--- src/rtl/fetch_controller_if.sv ---
// Handshake bundle between the fetch sequencer, instruction memory and decode.
// The master view belongs to fetch_controller; the slave view to its environment.
interface fetch_controller_if;
  logic        redirect_valid;
  logic [31:0] redirect_target;
  logic        imem_req;
  logic [31:0] imem_addr;
  logic        imem_rvalid;
  logic [31:0] imem_rdata;
  logic        if_valid;
  logic [31:0] if_pc;
  logic [31:0] if_instr;
  logic        id_ready;

  modport master (
    input  redirect_valid, redirect_target, imem_rvalid, imem_rdata, id_ready,
    output imem_req, imem_addr, if_valid, if_pc, if_instr
  );

  modport slave (
    output redirect_valid, redirect_target, imem_rvalid, imem_rdata, id_ready,
    input  imem_req, imem_addr, if_valid, if_pc, if_instr
  );
endinterface

--- src/rtl/fetch_controller.sv ---
// Instruction-fetch sequencer: one outstanding imem read, a DEPTH-entry {pc, instr}
// buffer toward decode, and redirect handling that flushes and drops stale responses.
module fetch_controller #(
  parameter logic [31:0] RESET_PC = 32'h0000_0000,
  parameter int unsigned DEPTH    = 2
) (
  input logic                clk,
  input logic                rst_n,
  fetch_controller_if.master bus
);
  localparam int unsigned PTR_W = (DEPTH > 1) ? $clog2(DEPTH) : 1;
  localparam int unsigned CNT_W = $clog2(DEPTH + 1);

  typedef enum logic [1:0] {IDLE, WAIT, FLUSH} state_t;

  state_t           state, state_nxt;
  logic [31:0]      fetch_pc, req_pc;
  logic [31:0]      buf_pc    [DEPTH];
  logic [31:0]      buf_instr [DEPTH];
  logic [PTR_W-1:0] head, tail;
  logic [CNT_W-1:0] count;
  logic             issue, push, pop, flush, has_room;
  logic [31:0]      target;

  function automatic logic [PTR_W-1:0] ptr_inc(input logic [PTR_W-1:0] p);
    return (p == PTR_W'(DEPTH - 1)) ? '0 : p + PTR_W'(1);
  endfunction

  assign target   = {bus.redirect_target[31:2], 2'b00};
  assign has_room = count < CNT_W'(DEPTH);
  assign flush    = bus.redirect_valid;
  assign pop      = bus.if_valid && bus.id_ready;

  always_ff @(posedge clk or negedge rst_n) begin
    if (!rst_n) state <= IDLE;
    else        state <= state_nxt;
  end

  always_comb begin
    state_nxt = state;
    unique case (state)
      IDLE:    if (!bus.redirect_valid && has_room) state_nxt = WAIT;
      WAIT: begin
        if (bus.imem_rvalid)         state_nxt = IDLE;
        else if (bus.redirect_valid) state_nxt = FLUSH;
      end
      FLUSH:   if (bus.imem_rvalid) state_nxt = IDLE;
      default: state_nxt = IDLE;
    endcase
  end

  always_comb begin
    issue = 1'b0;
    push  = 1'b0;
    unique case (state)
      IDLE:    issue = !bus.redirect_valid && has_room;
      WAIT:    push  = bus.imem_rvalid && !bus.redirect_valid;
      default: ;
    endcase
  end

  // The request is a Mealy output of IDLE; it is masked while reset is held so
  // no request leaks out before the first post-reset cycle.
  assign bus.imem_req  = issue && rst_n;
  assign bus.imem_addr = bus.imem_req ? fetch_pc : req_pc;
  assign bus.if_valid  = (count != '0) && !bus.redirect_valid;
  assign bus.if_pc     = buf_pc[head];
  assign bus.if_instr  = buf_instr[head];

  always_ff @(posedge clk or negedge rst_n) begin
    if (!rst_n) begin
      fetch_pc <= RESET_PC;
      req_pc   <= '0;
      head     <= '0;
      tail     <= '0;
      count    <= '0;
      for (int unsigned i = 0; i < DEPTH; i++) begin
        buf_pc[i]    <= '0;
        buf_instr[i] <= '0;
      end
    end else begin
      if (flush)     fetch_pc <= target;
      else if (push) fetch_pc <= fetch_pc + 32'd4;

      if (issue) req_pc <= fetch_pc;

      if (flush) begin
        head  <= '0;
        tail  <= '0;
        count <= '0;
      end else begin
        if (push) begin
          buf_pc[tail]    <= req_pc;
          buf_instr[tail] <= bus.imem_rdata;
          tail            <= ptr_inc(tail);
        end
        if (pop) head <= ptr_inc(head);
        if (push && !pop)      count <= count + CNT_W'(1);
        else if (pop && !push) count <= count - CNT_W'(1);
      end
    end
  end
endmodule
--- src/flat_wrapper.sv ---
// flat-port wrapper written by rule: the top's interface ports become plain ports
module fetch_controller_flat 
#(
  parameter logic [31:0] RESET_PC = 32'h0000_0000,
  parameter int unsigned DEPTH    = 2
)
  (clk, rst_n, bus_redirect_valid, bus_redirect_target, bus_imem_rvalid, bus_imem_rdata, bus_id_ready, bus_imem_req, bus_imem_addr, bus_if_valid, bus_if_pc, bus_if_instr);
  fetch_controller_if bus_i ();
  input logic clk;
  input logic rst_n;
  input wire logic [$bits(bus_i.redirect_valid)-1:0] bus_redirect_valid;
  input wire logic [$bits(bus_i.redirect_target)-1:0] bus_redirect_target;
  input wire logic [$bits(bus_i.imem_rvalid)-1:0] bus_imem_rvalid;
  input wire logic [$bits(bus_i.imem_rdata)-1:0] bus_imem_rdata;
  input wire logic [$bits(bus_i.id_ready)-1:0] bus_id_ready;
  output wire logic [$bits(bus_i.imem_req)-1:0] bus_imem_req;
  output wire logic [$bits(bus_i.imem_addr)-1:0] bus_imem_addr;
  output wire logic [$bits(bus_i.if_valid)-1:0] bus_if_valid;
  output wire logic [$bits(bus_i.if_pc)-1:0] bus_if_pc;
  output wire logic [$bits(bus_i.if_instr)-1:0] bus_if_instr;
  assign bus_i.redirect_valid = bus_redirect_valid;
  assign bus_i.redirect_target = bus_redirect_target;
  assign bus_i.imem_rvalid = bus_imem_rvalid;
  assign bus_i.imem_rdata = bus_imem_rdata;
  assign bus_i.id_ready = bus_id_ready;
  assign bus_imem_req = bus_i.imem_req;
  assign bus_imem_addr = bus_i.imem_addr;
  assign bus_if_valid = bus_i.if_valid;
  assign bus_if_pc = bus_i.if_pc;
  assign bus_if_instr = bus_i.if_instr;
  fetch_controller #(.RESET_PC(RESET_PC), .DEPTH(DEPTH)) u_core (.clk(clk), .rst_n(rst_n), .bus(bus_i));
endmodule
--- config.mk ---
export PLATFORM = sky130hd
export DESIGN_NAME = fetch_controller_flat
export DESIGN_NICKNAME = d
export VERILOG_FILES = /design/src/rtl/fetch_controller_if.sv /design/src/rtl/fetch_controller.sv /design/src/flat_wrapper.sv
export SDC_FILE = /design/constraint.sdc
export NUM_CORES = 1
export LEC_CHECK = 0
export CAP_MARGIN = 20
export CORE_ASPECT_RATIO = 0.8
export CORE_MARGIN = 4
export CORE_UTILIZATION = 57
export DETAILED_ROUTE_END_ITERATION = 8
export PLACE_DENSITY = 0.83
export RECOVER_POWER = 25
export SETUP_SLACK_MARGIN = 0.15
export SYNTH_ARGS = -nofsm -noshare
export SYNTH_HDL_FRONTEND = slang
export SYNTH_SLANG_ARGS = --single-unit
--- constraint.sdc ---
create_clock -name clk -period 5.9 [get_ports clk]
set_clock_uncertainty 0.15 [all_clocks]
set_input_delay 1.18 -clock clk [delete_from_list [all_inputs] [get_ports clk]]
set_output_delay 1.18 -clock clk [all_outputs]
set_load 0.005 [all_outputs]
; ---- Yosys cells after proc, flatten, opt, wreduce, memory -nomap -nowiden
; Index checks and enable logic that the tools add are counted.
[op_classes]
add_sub_neg = 5
magnitude_cmp = 4
n_eq_ne = 5
muxes = 29
bitwise = 3
n_reduce_logical = 18
[op_table]
columns = cell, count
row1 = $mux 32, 10
row2 = $bwmux 64, 2
row3 = $add 32x3->32 const B, 1
row4 = $demux 32 s1, 1
row5 = $mux 2, 7
row6 = $logic_and 1x1->1, 8
row7 = $mux 1, 8
row8 = $pmux 2 s3, 1
row9 = $reduce_bool 2->1, 3
row10 = $ge 2x2->1 const B, 2
row11 = $not 1->2, 2
row12 = $logic_not 1->1, 3
row13 = $ne 3x3->1 const B, 1
row14 = $reduce_and 3->1, 1
row15 = $reduce_bool 3->1, 1
row16 = $add 1x1->1 const B, 2
row17 = $add 2x1->2 const B, 1
row18 = $eq 2x1->1 const B, 1
row19 = $eq 2x2->1 const B, 1
row20 = $logic_not 2->1, 1
row21 = $lt 2x1->1 const B, 1
row22 = $lt 2x2->1 const B, 1
row23 = $ne 2x1->1 const B, 1
row24 = $ne 2x2->1 const B, 1
row25 = 3 further kinds, 3
[word_totals]
ff_bits = 198
input_bits = 69
out_inout_bits = 98
wordCells = 74

; ---- Depth between registers and ports, before layout
[depth]
ltp_word = 8
depth_mapped = 7

; ---- Worst setup path before layout
; OpenSTA, ideal clock, no wires.
[synth_path]
path_kind = input to output
start = input bus_redirect_valid
end = output bus_imem_addr[10]
arrival_time_ns = 2.389
required_time_ns = 4.570
slack_ns = 2.181
cell_stages = 4
path_buffers = 1
path_cell_list = nor4_1 > nand2_1 > buf_1 > mux2_2
[synth_between]
elab_chain_len = 5
[synth_lines]
columns = element, line_no
row1 = "start, declared", flat_wrapper.sv:11  ; input wire logic [$bits(bus_i.redirect_valid)-1:0] bus_redirect_valid;
row2 = $logic_not 1->1, fetch_controller.sv:56  ; IDLE: issue = !bus.redirect_valid && has_room;
row3 = $logic_and 1x1->1, fetch_controller.sv:56
row4 = $mux 1, fetch_controller.sv:55  ; unique case (state)
row5 = $logic_and 1x1->1, fetch_controller.sv:64  ; assign bus.imem_req = issue && rst_n;
row6 = $mux 32, fetch_controller.sv:65  ; assign bus.imem_addr = bus.imem_req ? fetch_pc : req_pc;
row7 = "end, declared", flat_wrapper.sv:17  ; output wire logic [$bits(bus_i.imem_addr)-1:0] bus_imem_addr;
; Every way passes these cells.

; ---- Final worst setup path
[layout_path]
start = input bus_redirect_valid
end = output bus_imem_addr[23]
; Same word-level chain as after synthesis.

==> out/metrics.cfg <==
[synthesis]
synth.largest_area_cell = dfrtp_1
netlist_area_um2 = 8850
synth.area.top_cells = dfrtp_1 (54%), mux2_2 (31%), clkbuf_1 (1.3%)
synthCells = 668
yosysTopAreaCellShare_pct = 53.7
avgSynthCellArea_um2 = 13.2
synthArstFlopShare_pct = 100
synthFlopType = dfrtp_1
ys_ff_latch = 190
yosysSeqAreaShare_pct = 53.7
ys_types = 44
synth_edf_count = 0
ys_warn_count = 0

[floorplanning]
io_pins = 167
dieWidth_um = 147
num_rows = 40
core_area_um2 = 15100
die_area_um2 = 17600
initial_utilization_pct = 58.6
die_h_um = 119

[power_and_ir_drop]
power_leakage_uw = 0.00469
peakVddDrop_mv = 0.212
power.density_nw_per_um2 = 389

[cells_and_area]
drive_above_1_share_pct = 34.6
final_core_util_pct = 74.3
final_cells = 1036
areaGrowthSynthToFinish_pct = 26.9
fin_nets = 884
antenna-diode-count = 0

[sta]
tightest_slew_ns = 3.07
rsz0062_at_grt = false
fmax_mhz = 198
period_needed_ns = 5.06
worst_slack_ns = 0.844
finalSetupTns_ns = 0
min_period_over_period_pct = 85.7
finalHoldViolCount = 0
setup_viol = 0
drv_slew = 178
relSlewSlack_pct = -105

[critical_path]
crit_arrival_ns = 3.73
worst_path_max_delay_cell = dlygate4sd3_1
worstPathCellList = dlygate4sd3_1 > nor4_2 > nand2_1 > buf_4 > mux2_2 > clkdlybuf4s50_1
timing.critical_path.fanout_max = 20
start_kind = primary input
end_kind = output port
slowest_delay_ns = 0.57
cp.required_ns = 4.57
worstSetupPathType = in2out

[routing]
first_pass_iters = 4
vias = 5861
vias_per_cell = 5.66
finalWirelength_um = 19900
post-route-drc-count = 0
detail-route-antenna-nets = 0
wl_per_cell_um = 19.2
drtIter0Drc = 272

[clock_tree]
post-cts-setup-buffers = 0
clock_latency_ns = 0.42
numCtsBuffers = 17
cts-resized-gates = 0
root_buffer = clkbuf_16
hold_buffers = 0
clock-sinks = 190
cts_tree = built
cts_buffer_depth = 2
cts_htree_levels = 4
cts.reportedPaths.clkPinSlew_ns = 0.06

[global_route]
grt.overflow.total = 0
grt_max_degree = 79
grt_pass1_vias = 6257
grt_use_total_pct = 23.3
antenna_found_initial = 1
grt_pass1_wl_um = 32900

[placement]
port_buffers = 160
placedCellCount = 1005
hpwlAfterDp_um = 13100
gp_congestion = 0.816
preCtsSetupSlack_ns = 0.968

[job]
maxCapViolCount = 3

[status]
status = finished with violations
violations = capacitance limit, slew limit

[hold_path]
hold_class = reg2reg

==> cells in the final DEF, fill, tap and decap left out, types with 2 or more instances in the layout <==
cell type and n:
a21oi_1 2, a22oi_1 2, a31oi_1 16, and2_1 2, and3_1 3, and4_1 4, buf_4 5, bufinv_16 4
clkbuf_1 4, clkbuf_16 17, clkbuf_8 3, clkdlybuf4s50_1 157, clkinv_2 3, clkinv_4 2, conb_1 4, dfrtp_1 190
dlygate4sd3_1 2, inv_1 4, mux2_2 244, mux2i_1 3, nand2_1 23, nand3_1 9, nand3b_1 2, nand4_1 12
nor2_1 23, nor2b_1 4, nor3_1 2, o21ai_0 17, o31ai_1 14, or3_1 2, or4_1 14, xnor2_1 3
xor2_1 10
==> final timing paths <==
kind	start	endpoint	slack [ns]	cells after the start
worst min-delay path	u_core.buf_pc[28]	u_core.buf_pc[28]	0.35	1
worst max-delay path	bus_redirect_valid	bus_imem_addr[23]	0.84	6
worst min register to register	u_core.buf_pc[28]	u_core.buf_pc[28]	0.35	1
max in group asynchronous	rst_n	u_core.buf_instr[35]	1.79	2
worst max register to register	u_core.state[0]	u_core.buf_instr[19]	2.97	3
min in group asynchronous	rst_n	u_core.buf_instr[7]	0.54	1
==> routing by layer <==
layer	part of all wire, %	global-route usage [%]	wire (um)	vias to the layer above
met4	0.90	4.83	180	2
li1	-	-	-	2739
met3	4.8	5.93	955	14
met2	49	37.7	9690	140
met1	46	32.3	9080	2966
met5	0.035	0	7	-
==> cells in the mapped netlist (4+ instances only) <==
library cell and n:
a31oi_1 16, and4_1 4, buf_2 5, buf_4 4, clkbuf_1 31, dfrtp_1 190, inv_1 4, mux2_2 244
nand2_1 23, nand3_1 10, nand4_1 12, nor2_1 23, nor2b_1 4, o21ai_0 17, o31ai_1 14, or4_1 14
xor2_1 10
==> critical path: cells and delay by family <==
family        cells  cell delay (ns)
mux               1             0.27
simple gates      2             0.78
buf+inv           3             1.49
==> metrics by stage <==
stage | area (um^2) | total power (uW) | hold slack (ns)
2_1_floorplan | 8860 | 2490 | 0.324
4_1_cts | 11200 | 4410 | 0.354
3_3_place_gp | 10600 | 3130 | 0.331
5_1_grt | 11200 | 4600 | 0.360
6_report | 11200 | 4370 | 0.351
3_5_place_dp | 10600 | 3200 | 0.338
==> kinds of logic (layout without fill, tap and decap cells) <==
kind of cell | Yosys count | in the layout | synth area share, %
and+or+nand+nor | 113 | 113 | 7.12
buffers and inverters | 49 | 204 | 2.40
other | 1 | 4 | 0.0424
AOI/OAI and AO/OA | 54 | 54 | 3.90
DFF | 190 | 190 | 53.7
xor gates and xnor gates | 13 | 13 | 1.29
muxes | 247 | 247 | 31.4
adders and majority gates | 1 | 1 | 0.141
==> registers in the layout (all words and copies together) (netlist names) <==
register,cells
u_core.head,1
u_core.state,2
u_core.count,2
u_core.buf_pc,60
u_core.tail,1
u_core.fetch_pc,30
u_core.req_pc,30
u_core.buf_instr,64
==> power by group <==
group          switching (uW)  internal, uW
clock                     470           731
sequential                235          1670
combinational             395           875
==> final cells by class <==
cell class / count / area, um^2
flip-flops and latches: 190 / 4750
multi-input cells: 432 / 3920
fillers: 980 / 3880
repair buffers: 168 / 1660
clock buffers: 21 / 460
well taps: 210 / 263
clock inverters: 10 / 161
inverters: 5 / 18.8
Power figures use the tool's default switching activity.
